$ cat src/rtl/core_ma_pkg.sv
// core_ma_pkg: shared types and constants for the memory-access stage.
// Holds mem-op encodings, the MA FSM state type, trap causes and MW bundle.
package core_ma_pkg;

  localparam logic [2:0] MEM_OP_B  = 3'b000;
  localparam logic [2:0] MEM_OP_H  = 3'b001;
  localparam logic [2:0] MEM_OP_W  = 3'b010;
  localparam logic [2:0] MEM_OP_BU = 3'b100;
  localparam logic [2:0] MEM_OP_HU = 3'b101;

  localparam logic [31:0] MA_CAUSE_LD_MISALIGN = 32'd4;
  localparam logic [31:0] MA_CAUSE_ST_MISALIGN = 32'd6;

  typedef enum logic {
    MA_IDLE,
    MA_WAIT_RSP
  } ma_state_t;

  typedef struct packed {
    logic        valid;
    logic [4:0]  rd;
    logic        reg_write;
    logic [31:0] data;
    logic        data_valid;
    logic [11:0] csr;
    logic        csr_write;
    logic [31:0] csr_data;
  } mw_t;

  // Loads know BU/HU; for stores anything but B/H is a word.
  function automatic logic ma_is_byte(input logic [2:0] op,
                                      input logic       ld);
    return ld ? (op == MEM_OP_B || op == MEM_OP_BU)
              : (op == MEM_OP_B);
  endfunction

  function automatic logic ma_is_half(input logic [2:0] op,
                                      input logic       ld);
    return ld ? (op == MEM_OP_H || op == MEM_OP_HU)
              : (op == MEM_OP_H);
  endfunction

endpackage

$ cat src/rtl/core_ma_align.sv
// core_ma_align: combinational lane logic for the MA stage.
// Ports: st_* -> byte enables/replicated store data; ld_* -> extended load.
module core_ma_align
  import core_ma_pkg::*;
(
  input  logic [2:0]  st_op_i,
  input  logic [1:0]  st_a_i,
  input  logic [31:0] st_data_i,
  input  logic        st_is_load_i,
  output logic [3:0]  be_o,
  output logic [31:0] wdata_o,
  input  logic [2:0]  ld_op_i,
  input  logic [1:0]  ld_a_i,
  input  logic [31:0] rdata_i,
  output logic [31:0] ld_data_o
);

  logic [7:0]  ld_byte;
  logic [15:0] ld_half;

  always_comb begin
    be_o    = 4'b1111;
    wdata_o = st_data_i;
    if (!st_is_load_i) begin
      unique case (st_op_i)
        MEM_OP_B: begin
          be_o    = 4'b0001 << st_a_i;
          wdata_o = {4{st_data_i[7:0]}};
        end
        MEM_OP_H: begin
          be_o    = 4'b0011 << {st_a_i[1], 1'b0};
          wdata_o = {2{st_data_i[15:0]}};
        end
        default: begin
          be_o    = 4'b1111;
          wdata_o = st_data_i;
        end
      endcase
    end
  end

  always_comb begin
    ld_byte = rdata_i[7:0];
    unique case (ld_a_i)
      2'd0: ld_byte = rdata_i[7:0];
      2'd1: ld_byte = rdata_i[15:8];
      2'd2: ld_byte = rdata_i[23:16];
      2'd3: ld_byte = rdata_i[31:24];
      default: ld_byte = rdata_i[7:0];
    endcase
    ld_half = ld_a_i[1] ? rdata_i[31:16]
                        : rdata_i[15:0];
  end

  always_comb begin
    ld_data_o = rdata_i;
    unique case (ld_op_i)
      MEM_OP_B:  ld_data_o = {{24{ld_byte[7]}}, ld_byte};
      MEM_OP_BU: ld_data_o = {24'd0, ld_byte};
      MEM_OP_H:  ld_data_o = {{16{ld_half[15]}}, ld_half};
      MEM_OP_HU: ld_data_o = {16'd0, ld_half};
      default:   ld_data_o = rdata_i;
    endcase
  end

endmodule

$ cat src/rtl/core_ma.sv
// core_ma: RV32 memory-access stage, EM -> dbus -> MW, one outstanding op.
// Ports: em_* in, dbus_* bus, mw_* out; misalign trap if CORE_MA_MISALIGN_CHECK_EN.
module core_ma
  import core_ma_pkg::*;
#(
  parameter logic STORE_ACK = 1'b1
) (
  input  logic        clk,
  input  logic        rest,
  input  logic        em_valid,
  input  logic        em_start_handle,
  output logic        em_ready,
  input  logic [31:0] em_reg_data_mem_addr,
  input  logic [31:0] em_csr_data_mem_data,
  input  logic        em_mem_read,
  input  logic        em_mem_write,
  input  logic [2:0]  em_mem_op_type,
  input  logic [4:0]  em_rd,
  input  logic        em_reg_write,
  input  logic [11:0] em_csr,
  input  logic        em_csr_write,
  output logic        dbus_cmd_valid,
  input  logic        dbus_cmd_ready,
  output logic        dbus_cmd_write,
  output logic [31:0] dbus_cmd_addr,
  output logic [31:0] dbus_cmd_wdata,
  output logic [3:0]  dbus_cmd_be,
  input  logic        dbus_rsp_valid,
  input  logic [31:0] dbus_rsp_rdata,
  output logic        mw_valid,
  output logic [4:0]  mw_rd,
  output logic        mw_reg_write,
  output logic [31:0] mw_reg_write_data,
  output logic        mw_mem_data_valid,
  output logic [11:0] mw_csr,
  output logic        mw_csr_write,
  output logic [31:0] mw_csr_data
`ifdef CORE_MA_MISALIGN_CHECK_EN
  ,
  output logic        ma_misalign_valid,
  output logic [31:0] ma_misalign_cause,
  output logic [31:0] ma_misalign_addr
`endif
);

  ma_state_t   state_q, state_d;
  mw_t         mw_q;
  logic        ld_q;
  logic [2:0]  op_q;
  logic [1:0]  a_q;

  logic        is_mem, is_load, mis, hs, waits;
  logic        rsp_hit;
  logic [31:0] ld_data;
  logic        unused_start;

  assign unused_start = em_start_handle;

  assign is_mem  = em_mem_read | em_mem_write;
  assign is_load = em_mem_read;

`ifdef CORE_MA_MISALIGN_CHECK_EN
  logic        mis_valid_q;
  logic [31:0] mis_cause_q;
  logic [31:0] mis_addr_q;
  logic        op_b, op_h;

  assign op_b = ma_is_byte(em_mem_op_type, is_load);
  assign op_h = ma_is_half(em_mem_op_type, is_load);
  assign mis  = is_mem &&
    ((op_h && em_reg_data_mem_addr[0]) ||
     (!op_b && !op_h &&
      em_reg_data_mem_addr[1:0] != 2'b00));

  assign ma_misalign_valid = mis_valid_q;
  assign ma_misalign_cause = mis_cause_q;
  assign ma_misalign_addr  = mis_addr_q;

  always_ff @(posedge clk) begin
    if (rest) begin
      mis_valid_q <= 1'b0;
      mis_cause_q <= '0;
      mis_addr_q  <= '0;
    end else begin
      mis_valid_q <= hs && mis;
      if (hs && mis) begin
        mis_cause_q <= is_load ? MA_CAUSE_LD_MISALIGN
                               : MA_CAUSE_ST_MISALIGN;
        mis_addr_q  <= em_reg_data_mem_addr;
      end
    end
  end
`else
  assign mis = 1'b0;
`endif

  // Accepted ops that still owe the bus a response.
  assign waits = is_mem && !mis &&
                 (is_load || STORE_ACK);

  always_comb begin
    em_ready       = 1'b0;
    dbus_cmd_valid = 1'b0;
    if (!rest && state_q == MA_IDLE) begin
      if (!is_mem || mis) begin
        em_ready = 1'b1;
      end else begin
        em_ready       = dbus_cmd_ready;
        dbus_cmd_valid = em_valid;
      end
    end
  end

  assign hs      = em_valid && em_ready;
  assign rsp_hit = state_q == MA_WAIT_RSP &&
                   dbus_rsp_valid;

  assign dbus_cmd_write = !is_load;
  assign dbus_cmd_addr  =
    {em_reg_data_mem_addr[31:2], 2'b00};

  core_ma_align u_align (
    .st_op_i      (em_mem_op_type),
    .st_a_i       (em_reg_data_mem_addr[1:0]),
    .st_data_i    (em_csr_data_mem_data),
    .st_is_load_i (is_load),
    .be_o         (dbus_cmd_be),
    .wdata_o      (dbus_cmd_wdata),
    .ld_op_i      (op_q),
    .ld_a_i       (a_q),
    .rdata_i      (dbus_rsp_rdata),
    .ld_data_o    (ld_data)
  );

  always_comb begin
    state_d = state_q;
    unique case (state_q)
      MA_IDLE:
        if (hs && waits) state_d = MA_WAIT_RSP;
      MA_WAIT_RSP:
        if (dbus_rsp_valid) state_d = MA_IDLE;
      default: state_d = MA_IDLE;
    endcase
  end

  always_ff @(posedge clk) begin
    if (rest) state_q <= MA_IDLE;
    else      state_q <= state_d;
  end

  always_ff @(posedge clk) begin
    if (rest) begin
      mw_q <= '0;
      ld_q <= 1'b0;
      op_q <= '0;
      a_q  <= '0;
    end else if (hs) begin
      mw_q.valid      <= 1'b1;
      mw_q.rd         <= em_rd;
      mw_q.reg_write  <= em_reg_write && !mis;
      mw_q.data       <= em_reg_data_mem_addr;
      mw_q.data_valid <= !waits;
      mw_q.csr        <= em_csr;
      mw_q.csr_write  <= em_csr_write;
      mw_q.csr_data   <= em_csr_data_mem_data;
      ld_q <= is_load;
      op_q <= em_mem_op_type;
      a_q  <= em_reg_data_mem_addr[1:0];
    end else if (rsp_hit) begin
      if (ld_q) mw_q.data <= ld_data;
      mw_q.data_valid <= 1'b1;
    end else if (mw_q.data_valid) begin
      mw_q.valid <= 1'b0;
    end
  end

  assign mw_valid          = mw_q.valid;
  assign mw_rd             = mw_q.rd;
  assign mw_reg_write      = mw_q.reg_write;
  assign mw_reg_write_data = mw_q.data;
  assign mw_mem_data_valid = mw_q.data_valid;
  assign mw_csr            = mw_q.csr;
  assign mw_csr_write      = mw_q.csr_write;
  assign mw_csr_data       = mw_q.csr_data;

endmodule

$ cat config.mk
export PLATFORM = sky130hd
export DESIGN_NAME = core_ma
export DESIGN_NICKNAME = d
export VERILOG_FILES = /design/src/rtl/core_ma_pkg.sv /design/src/rtl/core_ma_align.sv /design/src/rtl/core_ma.sv
export SDC_FILE = /design/constraint.sdc
export NUM_CORES = 1
export LEC_CHECK = 0
export ABC_AREA = 1
export CAP_MARGIN = 20
export CORE_ASPECT_RATIO = 1.2
export CORE_MARGIN = 5
export CORE_UTILIZATION = 43
export DETAILED_ROUTE_END_ITERATION = 10
export GPL_TIMING_DRIVEN = 0
export HOLD_SLACK_MARGIN = 0.02
export MAX_ROUTING_LAYER = met4
export PLACE_DENSITY = 0.83
export SLEW_MARGIN = 20
export SYNTH_ARGS = -nofsm -noshare
export SYNTH_HDL_FRONTEND = slang
export SYNTH_SLANG_ARGS = --single-unit
$ cat constraint.sdc
create_clock -name clk -period 2.3 [get_ports clk]
set_input_delay 0.345 -clock clk [delete_from_list [all_inputs] [get_ports clk]]
set_output_delay 0.345 -clock clk [all_outputs]
set_load 0.1 [all_outputs]
### Yosys cells after proc, flatten, opt, wreduce, memory -nomap -nowiden

Index checks and enable logic that the tools add are counted.

| storage, ports and cells | value |
|---|---|
| flip-flop bits (word level) | 92 |
| latch bits | 0 |
| memory bits (writable) | 0 |
| ROM bits | 0 |
| bits of input ports | 126 |
| output and inout port bits | 156 |
| word-level logic and storage cells | 59 |
| memories | 0 |

| operators by class | value |
|---|---|
| $add $sub $neg | 0 |
| $mul | 0 |
| div/mod/pow operators | 0 |
| magnitude comparators | 0 |
| equality and inequality tests | 8 |
| shifts and indexed selects | 2 |
| mux-type cells | 20 |
| bitwise operators | 2 |
| reduce and logical (&&, ||, !) cells | 15 |

Operators by type and width:

| cell | count |
|---|---|
| case mux 32 bit (4 select lines) | 1 |
| two-way mux 33 bit | 2 |
| two-way mux 32 bit | 2 |
| case mux 32 bit (2 select lines) | 1 |
| case mux 8 bit (4 select lines) | 1 |
| two-way mux 16 bit | 1 |
| two-way mux 1 bit | 9 |
| case mux 4 bit (2 select lines) | 1 |
| equality test 3 x 1 -> 1 bit, second input constant | 2 |
| equality test 3 bit, second input constant | 2 |
| logical NOT 3 bit | 2 |
| nonzero test 2 bit | 3 |
| equality test 2 bit, second input constant | 2 |
| logical AND 1 bit | 4 |
| two-way mux 4 bit | 1 |
| AND reduction 2 bit | 2 |
| << shifter 1 x 2 -> 4 bit, first input constant | 1 |
| << shifter 2 x 2 -> 4 bit, first input constant | 1 |
| logical NOT 1 bit | 3 |
| equality test 2 x 1 -> 1 bit, second input constant | 1 |
| logical NOT 2 bit | 1 |
| inequality test 2 bit, second input constant | 1 |
| case mux 1 bit (2 select lines) | 1 |
| NOT 1 bit | 1 |
| OR 1 bit | 1 |

### Logic depth before layout (Yosys ltp)

| depth | value |
|---|---|
| depth after elaboration | 7 |
| mapped depth | 11 |
| depth with buffers taken out | 10 |

### Cells and area by module

A second synthesis with hierarchy kept.

| second synthesis, totals | value |
|---|---|
| cells, all modules | 913 |
| area, all modules | 5699.2 um^2 |

Modules (own cells, without submodules):

| module | instances | cells an instance | area an instance (um^2) | seq. area each (um^2) |
|---|---|---|---|---|
| core_ma | 1 | 623 | 4291.6 | 1841.8 |
| core_ma_align | 1 | 290 | 1407.6 | 0.0 |

### Worst setup path before layout

Ideal clock, no wire load.

| path | value |
|---|---|
| path type | in2out |
| from | input em_mem_read |
| to | output dbus_cmd_wdata[22] |
| arrival | 3.464 ns |
| data required time | 1.955 ns |
| slack | -1.509 ns |
| cell stages on the path | 5 |
| buffers on the path | 2 |
| cell sequence | inv_2 -> buf_2 -> nand2_1 -> clkbuf_1 -> o21ai_0 |

| between the ends | value |
|---|---|
| cells in the longest elaborated chain, start to end | 1 |

RTL lines:

| element | line | text |
|---|---|---|
| from (decl) | core_ma.sv:15 | `input logic em_mem_read,` |
| two-way mux 32 bit | core_ma_align.sv:24 | `if (!st_is_load_i) begin` |
| to (decl) | core_ma.sv:26 | `output logic [31:0] dbus_cmd_wdata,` |

Every way passes these cells.

### Worst setup path after layout

| path | value |
|---|---|
| from | register mw_q, in the netlist mw_csr_data[23] |
| to | output mw_csr_data[23] |

RTL lines:

| element | line | text |
|---|---|---|
| from (decl) | core_ma.sv:47 | `mw_t mw_q;` |
| to (decl) | core_ma.sv:37 | `output logic [31:0] mw_csr_data` |

No word-level cell between the ends.

==> impl_metrics.env <==
export IMPL_area_growth_pct=65.9
export IMPL_total_power_w=0.00585
export IMPL_skew_ps=7.19
export IMPL_placed_cell_area_um2=8330
export IMPL_antenna_found_initial=0
export IMPL_status="finished, final reports clean"
export IMPL_numClockSinks=92
export IMPL_grt_overflow_total=0
export IMPL_routed_via_density=4.94
export IMPL_final_nets=1202
export IMPL_cts_max_level=3
export IMPL_seq_area_frac_synth_pct=35.3
export IMPL_fill_cells=1008
export IMPL_crit_arrival_ps=1900
export IMPL_root_buffer="clkbuf_16"
export IMPL_die_h_um=131
export IMPL_cp_buffers_inverters=1
export IMPL_leakagePower_nw=3.97
export IMPL_synthDominantCellAreaShare_pct=35.3
export IMPL_end_kind="primary output"
export IMPL_grtUsageTotal_pct=28.2
export IMPL_path_class="register to primary output"
export IMPL_hpwl_um=16900
export IMPL_die_w_um=110
export IMPL_vias=6132
export IMPL_worstPathMaxFanout=2
export IMPL_core_area_um2=12000
export IMPL_worstReg2RegStart="a_q[1]"
export IMPL_avgRoutedWirePerCell_um=16.9
export IMPL_remaining_drc_errors=0
export IMPL_initialDrtViolationCount=363
export IMPL_start_util_pct=43.4
export IMPL_pwr_density_cell_nw_per_um2=677
export IMPL_place_congestion=0.917
export IMPL_cts_buffer_depth=2
export IMPL_slew_viol_final=0
export IMPL_finalSetupViolations=0
export IMPL_grt_pass1_wl_um=31200
export IMPL_critPathLaunchType="register"
export IMPL_syn_area_um2=5210
export IMPL_fin_cells=1242
export IMPL_ios=282
export IMPL_synth_seq_cells=92
export IMPL_rrSetupSlack_ps=620
export IMPL_max_freq_mhz=445
export IMPL_min_from="mw_reg_write_data[12]"
export IMPL_diodes=0
export IMPL_crit_path_top_delay_cell="clkdlybuf4s50_1"
export IMPL_grt_max_degree=17
export IMPL_clk_pin_slew_ps=70
export IMPL_portBuffers=278
export IMPL_fin_crit_sh_pct=97.8
export IMPL_final_cell_area_um2=8640
export IMPL_synth_top_area_cell="dfxtp_1"
export IMPL_maxCapViolCount=0
export IMPL_worstPathRequired_ps=1960
export IMPL_critPathMaxStageDelay_ps=1220
export IMPL_grt_pass1_vias=5887
export IMPL_crit_chain="clkdlybuf4s50_1"
export IMPL_rr_endpoint="mw_reg_write_data[3]"
export IMPL_cts_tree="yes"
export IMPL_finalHoldViolCount=0
export IMPL_syn_inst=785
export IMPL_postRouteAntennaNets=0
export IMPL_rows=44
export IMPL_hold_depth=2
export IMPL_clk_latency_ps=340
export IMPL_dp_cells=1225
export IMPL_synth_cell_types=29
export IMPL_hold_path_class="register to register"
export IMPL_die_area_um2=14400
export IMPL_drive_above_1_share_pct=16.9
export IMPL_cp_top_family="buffers and inverters"
export IMPL_regArea_um2=1840
export IMPL_min_to="mw_reg_write_data[12]"
export IMPL_first_pass_iters=8
export IMPL_relSlewSlack_pct=26.7
export IMPL_ir_drop_mv=0.359
export IMPL_fin_crit_ps=2250
export IMPL_setup_tns_ps=0
export IMPL_wl_um=21000
export IMPL_cts_hold_buf=0
export IMPL_holdWs_ps=466
export IMPL_tightest_slew_ps=1100
export IMPL_multi_input_area_um2=2590
export IMPL_synth_area_leaders="dfxtp_1 (35%), nand2_1 (13%), o21ai_0 (12%)"
export IMPL_r2r_cells=8
export IMPL_syn_avg_cell_area_um2=6.64
export IMPL_cts_buffers_inserted=9
export IMPL_ys_warn_count=0
stage by stage:
| step | util [%] | setup WS [ps] |
|---|---|---|
| 6_report | 72.0 | 51.7 |
| 5_1_grt | 72.0 | -13.5 |
| 4_1_cts | 71.7 | 2.13 |
| 3_5_place_dp | 69.4 | -1520 |
| 2_1_floorplan | - | -277 |
| 3_3_place_gp | 69.4 | -1490 |
worst min-delay path, delay by kind of cell (launching register included):
family / cells / cell delay [ps]
DFF: 1 / 310
and+or+nand+nor: 1 / 60
AOI/OAI and AO/OA: 1 / 50
worst max-delay path by stage:
stage	end	cells after the start	start	slack, ps
6_report	mw_csr_data[23]	1	mw_csr_data[23]	50
3_5_place_dp	dbus_cmd_wdata[21]	8	em_mem_read	-1520
5_1_grt	dbus_cmd_wdata[9]	7	em_mem_op_type[0]	-10
4_1_cts	dbus_cmd_wdata[27]	7	em_mem_op_type[2]	2
3_3_place_gp	dbus_cmd_wdata[21]	8	em_mem_read	-1490
2_1_floorplan	dbus_cmd_wdata[8]	5	em_mem_read	-280
repair_timing:
| item | in CTS | in global routing |
|---|---|---|
| setup endpoints to repair | 69 | 26 |
| gates resized for setup | 245 | 14 |
| setup buffers | 1 | 0 |
registers in the layout, summed over array words and instances (netlist names):
name	flops
mw_csr_data	32
state_q	1
a_q	2
mw_csr	12
mw_reg_write_data	32
ld_q	1
op_q	3
mw_csr_write	1
mw_rd	5
mw_reg_write	1
mw_valid	1
mw_mem_data_valid	1
cell usage in the layout, fill, tap and decap left out, types with 11 or more instances in the layout:
master,n
nand3_2,11
dlygate4sd2_1,38
nor2_1,114
dfxtp_1,92
a21oi_1,36
buf_4,55
o21ai_0,101
clkdlybuf4s50_1,208
clkbuf_1,14
inv_1,78
nand3_1,12
buf_6,28
nand2_1,180
a21oi_2,15
layer usage:
| layer | vias up | GRT usage, % | wire length, um |
|---|---|---|---|
| li1 | 3018 | - | - |
| met1 | 2788 | 29.8 | 7920 |
| met2 | 292 | 52.3 | 10800 |
| met3 | 34 | 6.91 | 1710 |
| met4 | 0 | 8.99 | 557 |
| met5 | - | - | 0 |
report_power, final:
group	switching (W)	internal [W]	total, W
sequential	0.0000536	0.00170	0.00175
clock	0.000671	0.000854	0.00153
combinational	0.00186	0.000713	0.00257
cells by family (layout without fill, tap and decap cells):
group / Yosys count / after routing / share of synthesized area [%]
simple gates: 335 / 335 / 27.2
flops: 92 / 92 / 35.3
buf+inv: 170 / 465 / 17.8
compound gates: 187 / 187 / 19.6
other cells: 1 / 2 / 0.0720
layout make-up:
class,instances,area share (%)
repair buffers,279,31.9
inverters,82,3.56
clock buffers,10,2.65
well taps,161,2.33
clock inverters,6,0.825
plain buffers,88,7.46
flip-flops and latches,92,21.3
multi-input cells,524,30.0
cell usage after synthesis, drive strengths merged:
master  instances
nand2         191
o21ai         122
nor2          117
dfxtp          92
inv            82
buf            66
a21oi          51
nand3          24
clkbuf         22
o22ai           8
o211ai          4
and2            2
a211oi          1
conb            1
nand4           1
o211a           1
Power figures use the tool's default switching activity.
